===== src/rtl/mem_arb_pkg.sv =====
// Shared types and width defaults for the two-port memory arbiter.
package mem_arb_pkg;

    localparam int unsigned AW_DEF = 8;
    localparam int unsigned DW_DEF = 32;

    typedef enum logic [1:0] {IDLE, ISSUE, RESP} state_t;

    typedef logic idx_t;

endpackage


===== src/rtl/mem_arb_if.sv =====
// Requester and memory-side bus of mem_arb; slave = arbiter, master = requesters/memory.
interface mem_arb_if
    import mem_arb_pkg::*;
#(
    parameter int unsigned AW = AW_DEF,
    parameter int unsigned DW = DW_DEF
);
    logic [1:0]    req;
    logic [1:0]    we;
    logic [AW-1:0] addr0;
    logic [AW-1:0] addr1;
    logic [DW-1:0] wdata0;
    logic [DW-1:0] wdata1;
    logic [1:0]    gnt;
    logic [1:0]    rvalid;
    logic [DW-1:0] rdata;
    logic          mem_ce;
    logic          mem_sel;
    logic          mem_pwrite;
    logic [AW-1:0] mem_addr;
    logic [DW-1:0] mem_wdata;
    logic [DW-1:0] mem_rdata;

    modport slave (
        input  req, we, addr0, addr1, wdata0, wdata1, mem_rdata,
        output gnt, rvalid, rdata, mem_ce, mem_sel, mem_pwrite, mem_addr, mem_wdata
    );

    modport master (
        output req, we, addr0, addr1, wdata0, wdata1, mem_rdata,
        input  gnt, rvalid, rdata, mem_ce, mem_sel, mem_pwrite, mem_addr, mem_wdata
    );

endinterface


===== src/rtl/rr_arb2.sv =====
// Two-requester grant decision; MEM_ARB_RR_EN selects round-robin, otherwise fixed priority to 0.
module rr_arb2 (
    input  logic [1:0] req,
    input  logic       ptr,
    output logic [1:0] gnt
);

`ifdef MEM_ARB_RR_EN
    always_comb begin
        gnt = req;
        if (&req) gnt = ptr ? 2'b10 : 2'b01;
    end
`else
    logic ptr_unused;
    assign ptr_unused = ptr;

    always_comb begin
        gnt = req;
        if (req[0]) gnt = 2'b01;
    end
`endif

endmodule


===== src/rtl/mem_arb.sv =====
// Two-port single-outstanding memory arbiter: IDLE grants, ISSUE strobes memory, RESP returns.
// Policy via MEM_ARB_RR_EN (round-robin when defined, fixed priority otherwise).
module mem_arb
    import mem_arb_pkg::*;
#(
    parameter int unsigned AW = AW_DEF,
    parameter int unsigned DW = DW_DEF
) (
    input  logic     clk,
    input  logic     rst,
    mem_arb_if.slave bus
);

    state_t        state;
    state_t        state_nx;
    idx_t          owner;
    idx_t          win;
    logic          ptr;
    logic          take;
    logic [1:0]    arb_gnt;
    logic [AW-1:0] addr_sel;
    logic [DW-1:0] wdata_sel;

`ifdef MEM_ARB_RR_EN
    always_ff @(posedge clk or posedge rst) begin
        if (rst)       ptr <= 1'b0;
        else if (take) ptr <= ~win;
    end
`else
    assign ptr = 1'b0;
`endif

    rr_arb2 u_arb (
        .req (bus.req),
        .ptr (ptr),
        .gnt (arb_gnt)
    );

    // gnt is combinational in IDLE, so it is gated by rst to stay quiet during reset
    assign take      = (state == IDLE) && (|bus.req) && !rst;
    assign win       = arb_gnt[1];
    assign addr_sel  = win ? bus.addr1  : bus.addr0;
    assign wdata_sel = win ? bus.wdata1 : bus.wdata0;

    always_comb begin
        state_nx = state;
        case (state)
            IDLE:    if (take) state_nx = ISSUE;
            ISSUE:   state_nx = RESP;
            RESP:    state_nx = IDLE;
            default: state_nx = IDLE;
        endcase
    end

    always_ff @(posedge clk or posedge rst) begin
        if (rst) state <= IDLE;
        else     state <= state_nx;
    end

    always_ff @(posedge clk or posedge rst) begin
        if (rst) begin
            owner          <= 1'b0;
            bus.mem_pwrite <= 1'b0;
            bus.mem_addr   <= '0;
            bus.mem_wdata  <= '0;
        end else if (take) begin
            owner          <= win;
            bus.mem_pwrite <= bus.we[win];
            bus.mem_addr   <= addr_sel;
            bus.mem_wdata  <= wdata_sel;
        end
    end

    always_comb begin
        bus.gnt     = take ? arb_gnt : 2'b00;
        bus.mem_ce  = (state == ISSUE);
        bus.mem_sel = (state != ISSUE);
        bus.rvalid  = 2'b00;
        bus.rdata   = '0;
        if (state == RESP) begin
            bus.rvalid[owner] = 1'b1;
            if (!bus.mem_pwrite) bus.rdata = bus.mem_rdata;
        end
    end

endmodule


===== src/flat_wrapper.sv =====
// flat-port wrapper written by rule: the top's interface ports become plain ports
module mem_arb_flat import mem_arb_pkg::*;
#(
    parameter int unsigned AW = AW_DEF,
    parameter int unsigned DW = DW_DEF
)
  (clk, rst, bus_req, bus_we, bus_addr0, bus_addr1, bus_wdata0, bus_wdata1, bus_mem_rdata, bus_gnt, bus_rvalid, bus_rdata, bus_mem_ce, bus_mem_sel, bus_mem_pwrite, bus_mem_addr, bus_mem_wdata);
  mem_arb_if #(.AW(AW), .DW(DW)) bus_i ();
  input  logic clk;
  input  logic rst;
  input wire logic [$bits(bus_i.req)-1:0] bus_req;
  input wire logic [$bits(bus_i.we)-1:0] bus_we;
  input wire logic [$bits(bus_i.addr0)-1:0] bus_addr0;
  input wire logic [$bits(bus_i.addr1)-1:0] bus_addr1;
  input wire logic [$bits(bus_i.wdata0)-1:0] bus_wdata0;
  input wire logic [$bits(bus_i.wdata1)-1:0] bus_wdata1;
  input wire logic [$bits(bus_i.mem_rdata)-1:0] bus_mem_rdata;
  output wire logic [$bits(bus_i.gnt)-1:0] bus_gnt;
  output wire logic [$bits(bus_i.rvalid)-1:0] bus_rvalid;
  output wire logic [$bits(bus_i.rdata)-1:0] bus_rdata;
  output wire logic [$bits(bus_i.mem_ce)-1:0] bus_mem_ce;
  output wire logic [$bits(bus_i.mem_sel)-1:0] bus_mem_sel;
  output wire logic [$bits(bus_i.mem_pwrite)-1:0] bus_mem_pwrite;
  output wire logic [$bits(bus_i.mem_addr)-1:0] bus_mem_addr;
  output wire logic [$bits(bus_i.mem_wdata)-1:0] bus_mem_wdata;
  assign bus_i.req = bus_req;
  assign bus_i.we = bus_we;
  assign bus_i.addr0 = bus_addr0;
  assign bus_i.addr1 = bus_addr1;
  assign bus_i.wdata0 = bus_wdata0;
  assign bus_i.wdata1 = bus_wdata1;
  assign bus_i.mem_rdata = bus_mem_rdata;
  assign bus_gnt = bus_i.gnt;
  assign bus_rvalid = bus_i.rvalid;
  assign bus_rdata = bus_i.rdata;
  assign bus_mem_ce = bus_i.mem_ce;
  assign bus_mem_sel = bus_i.mem_sel;
  assign bus_mem_pwrite = bus_i.mem_pwrite;
  assign bus_mem_addr = bus_i.mem_addr;
  assign bus_mem_wdata = bus_i.mem_wdata;
  mem_arb #(.AW(AW), .DW(DW)) u_core (.clk(clk), .rst(rst), .bus(bus_i));
endmodule

===== config.mk =====
export PLATFORM = sky130hd
export DESIGN_NAME = mem_arb_flat
export DESIGN_NICKNAME = d
export VERILOG_FILES = /design/src/rtl/mem_arb_pkg.sv /design/src/rtl/mem_arb_if.sv /design/src/rtl/rr_arb2.sv /design/src/rtl/mem_arb.sv /design/src/flat_wrapper.sv
export SDC_FILE = /design/constraint.sdc
export NUM_CORES = 1
export LEC_CHECK = 0
export ABC_AREA = 1
export CAP_MARGIN = 10
export CORE_UTILIZATION = 34
export CTS_CLUSTER_DIAMETER = 150
export CTS_CLUSTER_SIZE = 20
export DETAILED_ROUTE_END_ITERATION = 10
export PLACE_DENSITY = 0.9
export SLEW_MARGIN = 15
export SYNTH_ARGS = -nofsm -noshare
export SYNTH_HDL_FRONTEND = slang
export SYNTH_HIERARCHICAL = 1
export SYNTH_SLANG_ARGS = --single-unit

===== constraint.sdc =====
create_clock -name clk -period 3.4 [get_ports clk]
set_input_delay 0.85 -clock clk [delete_from_list [all_inputs] [get_ports clk]]
set_output_delay 0.85 -clock clk [all_outputs]
set_load 0.02 [all_outputs]

==> flow_metrics.tcl, run 1 <==
set metrics [dict create \
    die_w_um 89.4 \
    critPathCaptureType "output port" \
    top_layer_used "met4" \
    overflow 0 \
    max_stage_delay_ns 0.60 \
    cts.sinks 44 \
    clk_path_buf_depth 2 \
    internal-power_mw 1.23 \
    rows 31 \
    worst_pin_slew_ns 0.617 \
    drive_gt1_frac 0.0539 \
    drt_iter0_markers 65 \
    nFillCells 607 \
    crit_fanout 4 \
    cts-root-buf "clkbuf_8" \
    wl_met1_mm 3.05 \
    hold_class "flop to flop" \
    final_max_slew_viol_count 0 \
    first_global_vias 2969 \
    power.leakage_nw 2.41 \
    clock_latency_ns 0.28 \
    crit_type "input port to output port" \
    fmax_mhz 309 \
    place_area_mm2 0.00464 \
    path_clk_slew_ns 0.07 \
    critPathRequiredTime_ns 2.55 \
    insertedDiodeCount 0 \
    fin_util 0.644 \
    drt_first_pass_iters 4 \
    antenna_found_initial 0 \
    track_usage 0.211 \
    grt_pass1_wl_mm 12.9 \
    cp_slowest_cell "clkdlybuf4s50_1" \
    syn-num-nets 525 \
    postCtsSetupBuffers 0 \
    hold_buffers 0 \
    final_area_mm2 0.00472 \
    syn_area_per_cell_um2 6.38 \
    drt-vias-per-instance 4.52 \
    swShare 0.357 \
    finalClockSkew_ns 0.00366 \
    finalCritPeriodShare 0.952 \
    h-tree-depth 2 \
    dp_hpwl_mm 6.57 \
    yosysWarnings 6 \
    num-nets-final 712 \
    status "finished, final reports clean" \
    syn2layout_area_growth_pct 81.9 \
    vias 3132 \
    syn_inst 407 \
    powerDensity_mw_per_mm2 405 \
    wl_per_cell_um 11.9 \
    die_h_um 89.4 \
    tritoncts "yes" \
    ant_nets 0 \
    drc_errors 0 \
    cp-start-kind "input port" \
    met3WireLength_um 688 \
    hold_viol 0 \
    path_cells "clkdlybuf4s50_1 > inv_1 > nand2_1 > nand4_1 > inv_1 > clkdlybuf4s50_1" \
    rsz0062_at_grt "false" \
    routabilityCongestion 0.766 \
    initial_utilization 0.354 \
    arrival_ns 2.39 \
    max-slew-margin-rel 0.588 \
    syn_area_mm2 0.00259 \
    dieArea_mm2 0.00799 \
    setup_viol_count_final 0 \
    holdWs_ns 0.485 \
    pwr-share-clk 0.157 \
    io_pins 197 \
    grt_max_degree 44 \
    postCtsResizedCells 0 \
    wl_met2_mm 4.42 \
    fin_crit_ns 3.24 \
    cts_inserted_buffers 5 \
    p_sw_uw 682 \
    drt-total-wl_mm 8.24 \
    peakVddDrop_uv 189 \
    maxCapViolCount 0 \
    coreArea_mm2 0.00733 \
    port_buffers 196 \
    combPwrFrac 0.471 \
    finalSetupTns_ns 0 \
    pwr-share-seq 0.372 \
]
path summary, 6_finish.rpt:
kind | to | start | cells past startpoint | slack [ns]
worst max register to register | u_core/bus.mem_wdata[27] | u_core/state[1] | 6 | 1.88
min in group asynchronous | u_core/bus.mem_wdata[25] | rst | 3 | 1.06
max in group asynchronous | u_core/bus.mem_wdata[10] | rst | 3 | 2.08
worst max-delay path | bus_gnt[1] | bus_req[0] | 6 | 0.16
worst min-delay path | u_core/bus.mem_wdata[4] | u_core/bus.mem_wdata[4] | 2 | 0.48
worst min register to register | u_core/bus.mem_wdata[4] | u_core/bus.mem_wdata[4] | 2 | 0.48
routing by layer:
layer,GRT usage,vias up
met5,0,-
met4,0.0635,0
met3,0.0591,10
met2,0.423,139
met1,0.207,1413
li1,-,1570
critical path: cells and delay by family:
kind	cells	cell delay, ns
AND/OR/NAND/NOR	2	0.26
buffers and inverters	4	1.27
through the flow:
stage          setup slack (ns)  power, mW  std cells
2_1_floorplan             0.408       1.13        407
3_3_place_gp              0.129       1.61        686
3_5_place_dp              0.123       1.63        686
4_1_cts                   0.120       1.94        693
5_1_grt                  0.0342       2.04        693
6_report                  0.165       1.91        693
cell type report:
cell class / count / area (um2) / share of cell area
tap: 99 / 124 / 0.0262
timing repair buffer: 206 / 2050 / 0.434
multi-input combinational: 294 / 1200 / 0.255
inverter: 43 / 165 / 0.0350
clock inverter: 1 / 5.00 / 0.00106
clock buffer: 6 / 72.6 / 0.0154
sequential: 44 / 1100 / 0.233
registers in the layout (all words and copies together), names as in the netlist:
name,flops
u_core/bus.mem_pwrite,1
u_core/bus.mem_wdata,32
u_core/state,2
u_core/bus.mem_addr,8
u_core/owner,1
power by group through the flow:
stage / clock network, mW / registers [mW] / logic (mW)
6_report: 0.300 / 0.711 / 0.901
3_5_place_dp: 0 / 0.719 / 0.910
5_1_grt: 0.337 / 0.726 / 0.980
2_1_floorplan: 0 / 0.857 / 0.276
4_1_cts: 0.313 / 0.712 / 0.912
3_3_place_gp: 0 / 0.715 / 0.892
placed cells by master (no fill, tap or decap), drive strengths merged:
master / count
nand2: 209
nand4: 1
or2: 1
dfrtp: 44
nand3: 42
buf: 10
inv: 42
clkinv: 1
nor2: 41
clkbuf: 6
clkinvlp: 1
clkdlybuf4s50: 196
(Power assumes the default switching activity.)
==> run 2, diff against run 1 <==
- SETUP_SLACK_MARGIN: not set -> 0.4
==> run 2 against run 1 <==
Effect of this change: utilization increased by 0.19 points; sequential power barely moved; fmax is 9.2% higher; critical path type unchanged.
==> flow_metrics.tcl, run 2 (synthesis gave the netlist of run 1 again) <==
set metrics [dict create \
    drt-vias-per-instance 4.52 \
    top_register "u_core/bus.mem_wdata" \
    crit_type "input port to output port" \
    hold_buffers 0 \
    critPathBufInv 3 \
    total_power_mw 1.91 \
    die_h_um 89.4 \
    ff2ff_setup_slack_ns 1.88 \
    cts-root-buf "clkbuf_8" \
    hold_depth 2 \
    finalSetupTns_ns 0 \
    grt_max_degree 44 \
    first_global_vias 2964 \
    overflow 0 \
    dieArea_mm2 0.00799 \
    rsz0062_at_grt "false" \
    cp_slowest_cell "clkdlybuf4s50_1" \
    peakVddDrop_uv 189 \
    power.leakage_nw 2.57 \
    largest_reg_flops 32 \
    finalCritPeriodShare 0.872 \
    worstHoldStart "u_core/bus.mem_wdata[4]" \
    setup_viol_count_final 0 \
    h-tree-depth 2 \
    drc_errors 0 \
    finalClockSkew_ns 0.00348 \
    clk_path_buf_depth 2 \
    hold_end "u_core/bus.mem_wdata[4]" \
    maxCapViolCount 0 \
    drive_gt1_frac 0.0556 \
    insertedDiodeCount 0 \
    postCtsSetupBuffers 0 \
    ant_nets 0 \
    vias 3133 \
    wl_per_cell_um 12.1 \
    port_buffers 196 \
    die_w_um 89.4 \
    initial_utilization 0.354 \
    max-slew-margin-rel 0.587 \
    tritoncts "yes" \
    num-nets-final 712 \
    cpMostUsedCell "clkdlybuf4s50_1" \
    worst_pin_slew_ns 0.619 \
    cts_inserted_buffers 5 \
    pwr-share-seq 0.372 \
    nFillCells 603 \
    pwr-share-clk 0.157 \
    final_max_slew_viol_count 0 \
    dp_hpwl_mm 6.57 \
    layout_commonest_cell "nand2_1" \
    critPathCaptureType "output port" \
    coreArea_mm2 0.00733 \
    io_pins 197 \
    syn2layout_area_growth_pct 82.4 \
    drt_first_pass_iters 4 \
    p_sw_uw 684 \
    holdWs_ns 0.485 \
    cts.sinks 44 \
    max_stage_delay_ns 0.62 \
    rows 31 \
    cp-start-kind "input port" \
    path_delay_family "buffers and inverters" \
    final_cell_mix "nand2_1, clkdlybuf4s50_1, dfrtp_1, inv_1, nand3_1" \
    status "finished, final reports clean" \
    powerDensity_mw_per_mm2 404 \
    routabilityCongestion 0.766 \
    path_cells "clkdlybuf4s50_1 > inv_1 > nor2_1 > clkdlybuf4s50_1" \
    swShare 0.358 \
    antenna_found_initial 0 \
    crit_fanout 1 \
    rr_startpoint "u_core/state[1]" \
    rr_endpoint "u_core/bus.mem_addr[6]" \
    fmax_mhz 337 \
    critPathRequiredTime_ns 2.55 \
    hold_class "flop to flop" \
    combPwrFrac 0.471 \
    arrival_ns 2.11 \
    hold_viol 0 \
    clock_latency_ns 0.28 \
    grt_pass1_wl_mm 12.8 \
    internal-power_mw 1.23 \
    worst_r2r_path_depth 6 \
    path_clk_slew_ns 0.07 \
    drt_iter0_markers 53 \
    fin_crit_ns 2.96 \
    drt-total-wl_mm 8.37 \
    reg_top3 "u_core/bus.mem_wdata: 32 flops, u_core/bus.mem_addr: 8 flops, u_core/state: 2 flops" \
    track_usage 0.210 \
]
==> run 2: cell types whose count changed in the layout (fill, tap and decap cells not counted), sizes merged <==
cell | before | now
clkbuf | 6 | 7
dlygate4sd2 | 0 | 3
dlymetal6s2s | 0 | 8
clkdlybuf4s15 | 0 | 1
clkdlybuf4s50 | 196 | 183
==> run 2: worst register-to-register path: cells and delay by family (launching register included) <==
kind	cells	cell delay, ns
DFF	1	0.43
buffers and inverters	2	0.55
and+or+nand+nor	4	0.43
==> run 2: what timing repair did <==
| item | 4_1_cts | 5_1_grt |
|---|---|---|
| gates resized for setup | 7 | 11 |
| setup endpoints to repair | 34 | 10 |
| endpoints found under the hold margin | 0 | 0 |
==> run 2: area by class of cell <==
class | count | area, um2 | area share
clock buffer | 6 | 72.6 | 0.0153
clock inverter | 1 | 5.00 | 0.00106
inverter | 43 | 165 | 0.0349
multi-input combinational | 294 | 1210 | 0.255
sequential | 44 | 1100 | 0.233
tap | 99 | 124 | 0.0262
timing repair buffer | 206 | 2060 | 0.435
==> run 2: power groups by stage <==
stage / Combinational, mW / Clock (mW) / Sequential (mW)
floorplan: 0.276 / 0 / 0.857
global placement: 0.892 / 0 / 0.715
detailed placement: 0.910 / 0 / 0.719
CTS: 0.910 / 0.313 / 0.712
global route: 0.978 / 0.337 / 0.726
finish: 0.900 / 0.300 / 0.712
==> run 2: worst max-delay path by stage <==
stage / startpoint / end / slack, ns / cells after the start
after detailed placement: bus_req[0] / bus_gnt[1] / 0.12 / 6
after global placement: bus_req[0] / bus_gnt[1] / 0.13 / 6
after CTS: bus_req[0] / bus_gnt[1] / 0.39 / 6
after global routing: bus_mem_rdata[19] / bus_rdata[19] / 0.40 / 4
after floorplan: rst / bus_gnt[0] / 0.41 / 4
final: bus_mem_rdata[19] / bus_rdata[19] / 0.44 / 4
==> run 2: stage by stage <==
step	worst slack [ns]	instances	utilization	instance area, um2
2_1_floorplan	0.408	407	-	2600
3_3_place_gp	0.129	686	0.633	4640
3_5_place_dp	0.123	686	0.633	4640
4_1_cts	0.395	693	0.643	4720
5_1_grt	0.398	693	0.646	4730
6_report	0.437	693	0.646	4730
==> run 2: routing by layer <==
layer  global-route usage  share of wire  vias to the layer above
met4               0.0635         0.0091                        0
met5                    0              0                        -
met2                0.422           0.54                      141
met1                0.206           0.37                     1414
met3               0.0591          0.084                        8
li1                     -              -                     1570
==> run 3, diff against run 2 <==
- CORE_MARGIN: not set -> 5
- RECOVER_POWER: not set -> 50
==> run 3 against run 2 <==
Effect of this change: sequential power down 0.8%; clock skew is 0.0012 ns higher; die area is 19% higher; largest cell class unchanged.
==> flow_metrics.tcl, run 3 (synthesis gave the netlist of run 1 again) <==
set metrics [dict create \
    instances_no_fill 691 \
    first_global_vias 3205 \
    cts_inserted_buffers 5 \
    crit_type "input port to output port" \
    final_max_slew_viol_count 0 \
    drive_gt1_frac 0.0524 \
    nFillCells 610 \
    critPathRequiredTime_ns 2.55 \
    place_ws_ns 0.120 \
    io_pins 197 \
    coreArea_mm2 0.00733 \
    largest_reg_flops 32 \
    drc_errors 0 \
    arrival_ns 2.06 \
    h-tree-depth 2 \
    holdWs_ns 0.477 \
    hold_class "flop to flop" \
    clk_path_buf_depth 2 \
    antenna_found_initial 0 \
    fin_crit_ns 2.91 \
    layout_commonest_cell "nand2_1" \
    syn2layout_area_growth_pct 83.7 \
    insertedDiodeCount 0 \
    critPathBufInv 3 \
    critPathCaptureType "output port" \
    cp-start-kind "input port" \
    die_w_um 97.4 \
    powerDensity_mw_per_mm2 412 \
    finalCritPeriodShare 0.856 \
    worst_slack_ns 0.490 \
    overflow 0 \
    setup_viol_count_final 0 \
    drt_first_pass_iters 4 \
    vias 3156 \
    hold_buffers 0 \
    path_clk_slew_ns 0.08 \
    wl_per_cell_um 14.0 \
    max_stage_delay_ns 0.58 \
    num-nets-final 709 \
    max-slew-margin-rel 0.275 \
    clock_latency_ns 0.29 \
    final_area_mm2 0.00477 \
    cts.sinks 44 \
    peakVddDrop_uv 225 \
    tritoncts "yes" \
    finalSetupTns_ns 0 \
    drt-total-wl_mm 9.64 \
    crit_fanout 3 \
    path_cells "dlygate4sd3_1 > clkinvlp_2 > nand3_1 > nor2_1 > clkbuf_2" \
    rsz0062_at_grt "false" \
    dp_hpwl_mm 7.25 \
    dp.cells 683 \
    grt_max_degree 45 \
    power.leakage_nw 2.99 \
    status "finished, final reports clean" \
    worst_pin_slew_ns 1.09 \
    grt_pass1_wl_mm 15.6 \
    path_delay_family "buffers and inverters" \
    cp_slowest_cell "dlygate4sd3_1" \
    maxCapViolCount 0 \
    drt-vias-per-instance 4.57 \
    rows 31 \
    track_usage 0.196 \
    routabilityCongestion 0.866 \
    die_h_um 97.4 \
    reg_top3 "u_core/bus.mem_wdata: 32 flops, u_core/bus.mem_addr: 8 flops, u_core/state: 2 flops" \
    port_buffers 196 \
    hold_viol 0 \
    place_area_mm2 0.00461 \
    drt_iter0_markers 101 \
    fmax_mhz 344 \
    top_register "u_core/bus.mem_wdata" \
    cts-root-buf "clkbuf_8" \
    ant_nets 0 \
    final_cell_mix "nand2_1, clkdlybuf4s50_1, dfrtp_1, inv_1, nand3_1" \
    dieArea_mm2 0.00948 \
    finalClockSkew_ns 0.00464 \
    initial_utilization 0.354 \
]
==> run 3: power breakdown <==
| part | total, mW | leakage (nW) | internal [mW] | switching, mW |
|---|---|---|---|---|
| combinational | 0.858 | 2.38 | 0.397 | 0.460 |
| clock | 0.400 | 0.0541 | 0.218 | 0.182 |
| sequential | 0.706 | 0.551 | 0.641 | 0.0646 |
==> run 3: worst register-to-register path: cells and delay by family, from the launching register on <==
kind | cells | cell delay (ns)
buffers and inverters | 1 | 0.53
flip-flops | 1 | 0.44
AND/OR/NAND/NOR | 4 | 0.64
==> run 3: cell type report <==
type | instances | area (um2) | area share
clock buffers | 5 | 68.8 | 0.0144
multi-input cells | 294 | 1200 | 0.252
flip-flops and latches | 44 | 1100 | 0.231
repair buffers | 203 | 2070 | 0.434
inverters | 43 | 163 | 0.0341
clock inverters | 3 | 42.5 | 0.00893
well taps | 99 | 124 | 0.0260
==> run 3: final timing paths <==
path | startpoint | end | slack (ns) | cells after the start
setup / recovery | rst | bus_gnt[0] | 0.49 | 5
hold / removal | u_core/bus.mem_wdata[21] | u_core/bus.mem_wdata[21] | 0.48 | 2
setup reg to reg | u_core/state[1] | u_core/bus.mem_wdata[9] | 1.69 | 5
hold reg to reg | u_core/bus.mem_wdata[21] | u_core/bus.mem_wdata[21] | 0.48 | 2
max in group asynchronous | rst | u_core/bus.mem_addr[7] | 1.24 | 3
min in group asynchronous | rst | u_core/bus.mem_addr[2] | 1.48 | 3
==> run 3: timing repair <==
item / CTS / global route
buffers inserted: 0 / 0
setup endpoints to repair: 5 / 31
gates resized for setup: 5 / 33
pin swaps: 0 / 0
==> run 3: per-layer routing <==
metal / GRT usage / share of wire
met5: 0 / 0
met4: 0.0479 / 0.015
met3: 0.0660 / 0.081
met2: 0.363 / 0.51
met1: 0.213 / 0.39
==> run 3: through the flow <==
stage | util | power (mW)
after global placement | 0.629 | 1.61
after detailed placement | 0.629 | 1.63
after floorplan | - | 1.13
after CTS | 0.643 | 2.03
final | 0.650 | 1.96
after global routing | 0.650 | 2.09
